### src/rtl/pc_pkg.sv
// Shared encodings and defaults for the LC3 program counter and return stack.
package pc_pkg;

  localparam logic [1:0] PCMUX_PC1   = 2'b00;
  localparam logic [1:0] PCMUX_BUS   = 2'b01;
  localparam logic [1:0] PCMUX_ADDER = 2'b10;
  localparam logic [1:0] PCMUX_STACK = 2'b11;

  localparam int unsigned DEFAULT_WIDTH     = 16;
  localparam logic [15:0] DEFAULT_RESET_VEC = 16'h3000;

endpackage

### src/rtl/pc_ret_stack.sv
// LIFO of saved return PCs with depth tracking and sticky overflow/underflow flags.
module pc_ret_stack
  import pc_pkg::*;
#(
  parameter int unsigned WIDTH = DEFAULT_WIDTH,
  parameter int unsigned DEPTH = 4,
  parameter int unsigned DW    = $clog2(DEPTH + 1)
) (
  input  logic             i_CLK,
  input  logic             i_Reset,
  input  logic             i_Push,
  input  logic             i_Pop,
  input  logic [WIDTH-1:0] i_Data,
  input  logic             i_ClrErr,
  output logic [WIDTH-1:0] o_Top,
  output logic [DW-1:0]    o_Depth,
  output logic             o_Full,
  output logic             o_Empty,
  output logic             o_Overflow,
  output logic             o_Underflow
);

  localparam logic [DW-1:0] One     = DW'(1);
  localparam logic [DW-1:0] DepthMax = DW'(DEPTH);

  logic [WIDTH-1:0] entries_q [DEPTH];
  logic [WIDTH-1:0] entries_d [DEPTH];
  logic [DW-1:0]    depth_q, depth_d;
  logic [DW-1:0]    top_idx, wr_idx;
  logic             wr_en, ovf_set, unf_set;
  logic             ovf_q, unf_q;

  assign top_idx = depth_q - One;
  assign o_Depth = depth_q;
  assign o_Full  = (depth_q == DepthMax);
  assign o_Empty = (depth_q == '0);
  assign o_Overflow  = ovf_q;
  assign o_Underflow = unf_q;

  always_comb begin
    o_Top = '0;
    for (int unsigned i = 0; i < DEPTH; i++) begin
      if (!o_Empty && (DW'(i) == top_idx)) o_Top = entries_q[i];
    end
  end

  // Push+pop on a non-empty stack overwrites the top; on an empty stack it is a plain push.
  always_comb begin
    depth_d = depth_q;
    wr_en   = 1'b0;
    wr_idx  = depth_q;
    ovf_set = 1'b0;
    unf_set = 1'b0;
    if (i_Push && i_Pop && !o_Empty) begin
      wr_en  = 1'b1;
      wr_idx = top_idx;
    end else if (i_Push) begin
      if (o_Full) begin
        ovf_set = 1'b1;
      end else begin
        wr_en   = 1'b1;
        depth_d = depth_q + One;
      end
    end else if (i_Pop) begin
      if (o_Empty) unf_set = 1'b1;
      else         depth_d = depth_q - One;
    end
    entries_d = entries_q;
    for (int unsigned i = 0; i < DEPTH; i++) begin
      if (wr_en && (DW'(i) == wr_idx)) entries_d[i] = i_Data;
    end
  end

  always_ff @(posedge i_CLK or posedge i_Reset) begin
    if (i_Reset) begin
      for (int unsigned i = 0; i < DEPTH; i++) entries_q[i] <= '0;
      depth_q <= '0;
      ovf_q   <= 1'b0;
      unf_q   <= 1'b0;
    end else begin
      entries_q <= entries_d;
      depth_q   <= depth_d;
      // A new error on the clear edge takes priority.
      ovf_q     <= (ovf_q & ~i_ClrErr) | ovf_set;
      unf_q     <= (unf_q & ~i_ClrErr) | unf_set;
    end
  end

endmodule

### src/rtl/pc_stack_unit.sv
// LC3 program counter with next-PC mux and internal return stack.
// Optional breakpoint/freeze logic is enabled by defining PC_BRK_EN.
module pc_stack_unit
  import pc_pkg::*;
#(
  parameter int unsigned      WIDTH     = DEFAULT_WIDTH,
  parameter logic [WIDTH-1:0] RESET_VEC = WIDTH'(DEFAULT_RESET_VEC),
  parameter int unsigned      DEPTH     = 4,
  parameter int unsigned      DW        = $clog2(DEPTH + 1)
) (
  input  logic             i_CLK,
  input  logic             i_Reset,
  input  logic             i_LD_PC,
  input  logic [1:0]       i_PCMUX,
  input  logic [WIDTH-1:0] i_Bus,
  input  logic [WIDTH-1:0] i_Addr,
  input  logic             i_Push,
  input  logic             i_Pop,
  input  logic             i_ClrErr,
  output logic [WIDTH-1:0] o_PC,
  output logic [WIDTH-1:0] o_Top,
  output logic [DW-1:0]    o_Depth,
  output logic             o_Full,
  output logic             o_Empty,
  output logic             o_Overflow,
  output logic             o_Underflow
`ifdef PC_BRK_EN
  ,
  input  logic [WIDTH-1:0] i_BrkAddr,
  input  logic             i_BrkEn,
  input  logic             i_BrkClr,
  output logic             o_BrkHit
`endif
);

  logic [WIDTH-1:0] pc_q, pc_mux;
  logic             ld_en, push_en, pop_en;

  assign o_PC = pc_q;

  always_comb begin
    unique case (i_PCMUX)
      PCMUX_PC1:   pc_mux = pc_q + WIDTH'(1);
      PCMUX_BUS:   pc_mux = i_Bus;
      PCMUX_ADDER: pc_mux = i_Addr;
      PCMUX_STACK: pc_mux = o_Top;
    endcase
  end

`ifdef PC_BRK_EN
  logic brk_hit_q;

  // A latched breakpoint freezes PC and stack until cleared.
  assign ld_en    = i_LD_PC & ~brk_hit_q;
  assign push_en  = i_Push & ~brk_hit_q;
  assign pop_en   = i_Pop & ~brk_hit_q;
  assign o_BrkHit = brk_hit_q;

  always_ff @(posedge i_CLK or posedge i_Reset) begin
    if (i_Reset) begin
      brk_hit_q <= 1'b0;
    end else begin
      brk_hit_q <= (brk_hit_q & ~i_BrkClr) | (ld_en & i_BrkEn & (pc_mux == i_BrkAddr));
    end
  end
`else
  assign ld_en   = i_LD_PC;
  assign push_en = i_Push;
  assign pop_en  = i_Pop;
`endif

  always_ff @(posedge i_CLK or posedge i_Reset) begin
    if (i_Reset)    pc_q <= RESET_VEC;
    else if (ld_en) pc_q <= pc_mux;
  end

  pc_ret_stack #(
    .WIDTH (WIDTH),
    .DEPTH (DEPTH),
    .DW    (DW)
  ) u_ret_stack (
    .i_CLK       (i_CLK),
    .i_Reset     (i_Reset),
    .i_Push      (push_en),
    .i_Pop       (pop_en),
    .i_Data      (pc_q),
    .i_ClrErr    (i_ClrErr),
    .o_Top       (o_Top),
    .o_Depth     (o_Depth),
    .o_Full      (o_Full),
    .o_Empty     (o_Empty),
    .o_Overflow  (o_Overflow),
    .o_Underflow (o_Underflow)
  );

endmodule
### config.mk
export PLATFORM = sky130hd
export DESIGN_NAME = pc_stack_unit
export DESIGN_NICKNAME = d
export VERILOG_FILES = /design/src/rtl/pc_pkg.sv /design/src/rtl/pc_ret_stack.sv /design/src/rtl/pc_stack_unit.sv
export SDC_FILE = /design/constraint.sdc
export NUM_CORES = 1
export LEC_CHECK = 0
export CORE_AREA = 2 2 94 132
export CTS_CLUSTER_SIZE = 25
export DETAILED_ROUTE_END_ITERATION = 16
export DIE_AREA = 0 0 96 134
export PLACE_DENSITY = 0.67
export SETUP_SLACK_MARGIN = 0.5
export SLEW_MARGIN = 40
export SYNTH_ARGS = -nofsm -noshare
export SYNTH_HDL_FRONTEND = slang
export SYNTH_SLANG_ARGS = --single-unit
### constraint.sdc
create_clock -name i_CLK -period 3.2 [get_ports i_CLK]
set_input_delay 0.64 -clock i_CLK [delete_from_list [all_inputs] [get_ports i_CLK]]
set_output_delay 0.64 -clock i_CLK [all_outputs]
set_load 0.01 [all_outputs]
==> metrics.txt <==
period utilisation layout 0.880; Comb power frac 0.571; # setup viols final 0; critical path type flop to flop; Hold Vio Cnt, Final 0; Crit path largest cell delay 0.42 ns; LEAKAGE 3.08 nW; maximum vdd drop 0.537 mV; port bufs 78; crit path DAT 3.05 ns; Util after Layout 0.608; Worst-path clk slew 0.06 ns; DR pass1 iterations 6; # Max-Cap Violations 0; gr usage total 0.268; H-tree levels 3; Antenna Cells 0; Clk Latency, worst-skew pair 0.33 ns; Max Slew Vio Count 0; Die Height 134 µm; sequential fraction of the synthesis area 0.416; RSZ-0062 raised after global routing true; CTS Sinks 85; Cell variety after synth 68; clock power share 0.147; Die W 96 µm; area of the die 0.0129 mm²; hold crit path type flop to flop; EDFF count, synth 0; Final #Nets 691; Cell Count, Final, Fillers Out 796; Async SR Flop Fraction 1.00; largest net degree at the start of global routing 59; first-pass GRT wire length 26100 µm; WP data required 3.43 ns; GRT overflow 0; power per standard cell area 1010 mW/mm²; clock skew 0.00547 ns; core footprint 0.0117 mm²; HPWL after detailed placement 11100 µm; critical path endpoint category flop; most used cell, CP buf_6; Vias 4807; CTS root buf clkbuf_16; CP cell instances buf_6 -> ha_4 -> buf_12 -> nand2_1 -> o21ai_2 -> o211ai_1 -> buf_4 -> buf_4 -> buf_4 -> buf_4 -> buf_4 -> buf_6 -> buf_6 -> buf_6 -> buf_6 -> buf_6 -> a221oi_4; Initial Utilization 0.437; maximum root-to-sink buffer count 2; flip-flop and latch count after synthesis 85; design area 0.00712 mm²; area post-placement 0.00617 mm²; Final Total Pwr 7.15 mW; net switching power 2.75 mW; Final ANT Viol Nets 0; # rows 47; initial drt markers 496; CTS tree yes; Max FO, Critical Path 11; layout cell share with drive strength beyond 1 0.361; wirelength, routed 17200 µm; worst slew margin relative to its limit 0.502; TNS Setup 0 ns; number of remaining DRC errors 0; post-layout minimum cycle time 2.82 ns; Seq pwr share 0.282; Post-Syn Area 0.00511 mm²; cts hold-fix bufs 0; DP Cell Count 726; Synth Warn # 0; type of element launching the critical path flop; status completed; slowest CP cell dfrtp_1; Syn Area/Cell 9.99 µm²; Top Ports 79; initial antenna violation count 0; routed vias/inst 6.04; TritonCTS Buffers 9; Internal Dissipation 4.41 mW; Sw Share 0.384; Routed WL per cell 21.6 µm; Main synth FF type dfrtp_1; Worst Tran Pin Value 0.745 ns; area delta synth->final 39.1%; Placer Congestion 0.917; Peak Freq 0.355 GHz; Mapped Nets 559; Mapped Cells 512; vias in the first global route 4686
-- cell usage after synthesis (all sizes together) (2+ instances only) --
master / number / area (µm²)
dfrtp: 83 / 2080
mux2: 68 / 841
nand2: 51 / 206
o21ai: 34 / 174
a21oi: 31 / 155
clkbuf: 30 / 113
nor2: 26 / 97.6
inv: 17 / 63.8
nand2b: 11 / 68.8
nand3: 10 / 60.1
buf: 9 / 70.1
o22ai: 9 / 56.3
nand4: 8 / 50.1
ha: 7 / 87.6
nand3b: 7 / 52.6
nor2b: 7 / 43.8
o21a: 7 / 60.1
o211ai: 6 / 45.0
a211oi: 5 / 42.5
a221o: 5 / 50.1
a31oi: 5 / 31.3
a221oi: 4 / 35.0
a22o: 4 / 35.0
a22oi: 4 / 30.0
nor3: 4 / 20.0
nor4: 4 / 25.0
o221ai: 4 / 35.0
or2: 4 / 25.0
a311oi: 3 / 26.3
and3b: 3 / 26.3
mux2i: 3 / 30.0
nor3b: 3 / 22.5
o211a: 3 / 30.0
o31ai: 3 / 36.3
xnor2: 3 / 26.3
a211o: 2 / 17.5
and2: 2 / 13.8
and3: 2 / 13.8
dfstp: 2 / 52.6
o31a: 2 / 17.5
o32ai: 2 / 17.5
or3: 2 / 17.5
-- layer usage --
| layer | track usage | routed length [µm] | vias up |
|---|---|---|---|
| li1 | - | - | 2150 |
| met1 | 0.340 | 6680 | 2393 |
| met2 | 0.453 | 8860 | 221 |
| met3 | 0.0461 | 1090 | 43 |
| met4 | 0.0952 | 584 | 0 |
| met5 | 0 | 0 | - |
-- registers in the layout, indices dropped and copies added, names as in the netlist --
register                 flops
o_PC                        16
u_ret_stack.o_Depth          3
u_ret_stack.entries_q       64
u_ret_stack.o_Overflow       1
u_ret_stack.o_Underflow      1
-- cells by family after synthesis --
| kind of cell | count (synthesis) | share of synthesized area |
|---|---|---|
| simple gates | 147 | 0.150 |
| compound gates | 143 | 0.193 |
| flops | 85 | 0.416 |
| mux | 71 | 0.170 |
| buf+inv | 56 | 0.0482 |
| fa+ha+maj | 7 | 0.0171 |
| xor+xnor | 3 | 0.00514 |
-- final timing paths --
path                                            from                   endpoint  slack (ns)  cells past startpoint
setup / recovery              u_ret_stack.o_Depth[0]                   o_PC[14]        0.38                     17
hold / removal             u_ret_stack.entries_q[43]  u_ret_stack.entries_q[43]        0.51                      1
setup reg to reg              u_ret_stack.o_Depth[0]                   o_PC[14]        0.38                     17
hold reg to reg            u_ret_stack.entries_q[43]  u_ret_stack.entries_q[43]        0.51                      1
max in group asynchronous                    i_Reset  u_ret_stack.entries_q[20]        1.68                      3
min in group asynchronous                    i_Reset     u_ret_stack.o_Overflow        0.78                      2
-- power by group through the flow --
stage          combinational (mW)  sequential (mW)  clock [mW]
2_1_floorplan                1.96             1.84           0
3_3_place_gp                 3.03             1.97           0
3_5_place_dp                 3.07             1.99           0
4_1_cts                      3.59             1.99        1.06
5_1_grt                      4.34             2.07        1.12
6_report                     4.08             2.02        1.05
-- metrics by stage --
stage	hold WS, ns	setup slack, ns
after global routing	0.516	0.301
after CTS	0.508	0.355
after global placement	0.484	0.264
after detailed placement	0.490	0.253
final	0.505	0.383
after floorplan	0.470	0.561
-- critical path, delay by kind of cell, from the launching register on --
kind / cells / cell delay [ns]
AND/OR/NAND/NOR: 1 / 0.10
AO/OA/AOI/OAI: 3 / 0.54
flip-flops: 1 / 0.42
buffers and inverters: 12 / 1.48
adder cells (fa/ha/maj): 1 / 0.17
-- timing repair --
| item | CTS | global route |
|---|---|---|
| setup endpoints to repair | 17 | 32 |
| setup buffers | 31 | 20 |
| cloned | 1 | 2 |
| pin swaps | 18 | 23 |
| gates resized for setup | 92 | 42 |
-- area by class of cell --
type / instances / area, µm²
clock buffer: 10 / 239
timing repair buffer: 160 / 1490
tap: 147 / 184
clock inverter: 6 / 62.6
sequential: 85 / 2130
inverter: 17 / 72.6
multi-input combinational: 371 / 2940
fill: 948 / 4590
-- placed cells by master, fill, tap and decap left out, types with 8 or more instances in the layout --
cell,instances
dfrtp_1,82
buf_4,62
clkdlybuf4s50_1,61
mux2_2,48
nand2_1,46
a21oi_1,25
o21ai_0,24
nor2_1,23
mux2_4,20
inv_1,13
buf_2,12
nand2b_1,11
clkbuf_16,11
buf_6,11
nand3_1,8
nand4_1,8
o22ai_1,8
Note: power is estimated with default switching activity, not from simulation.
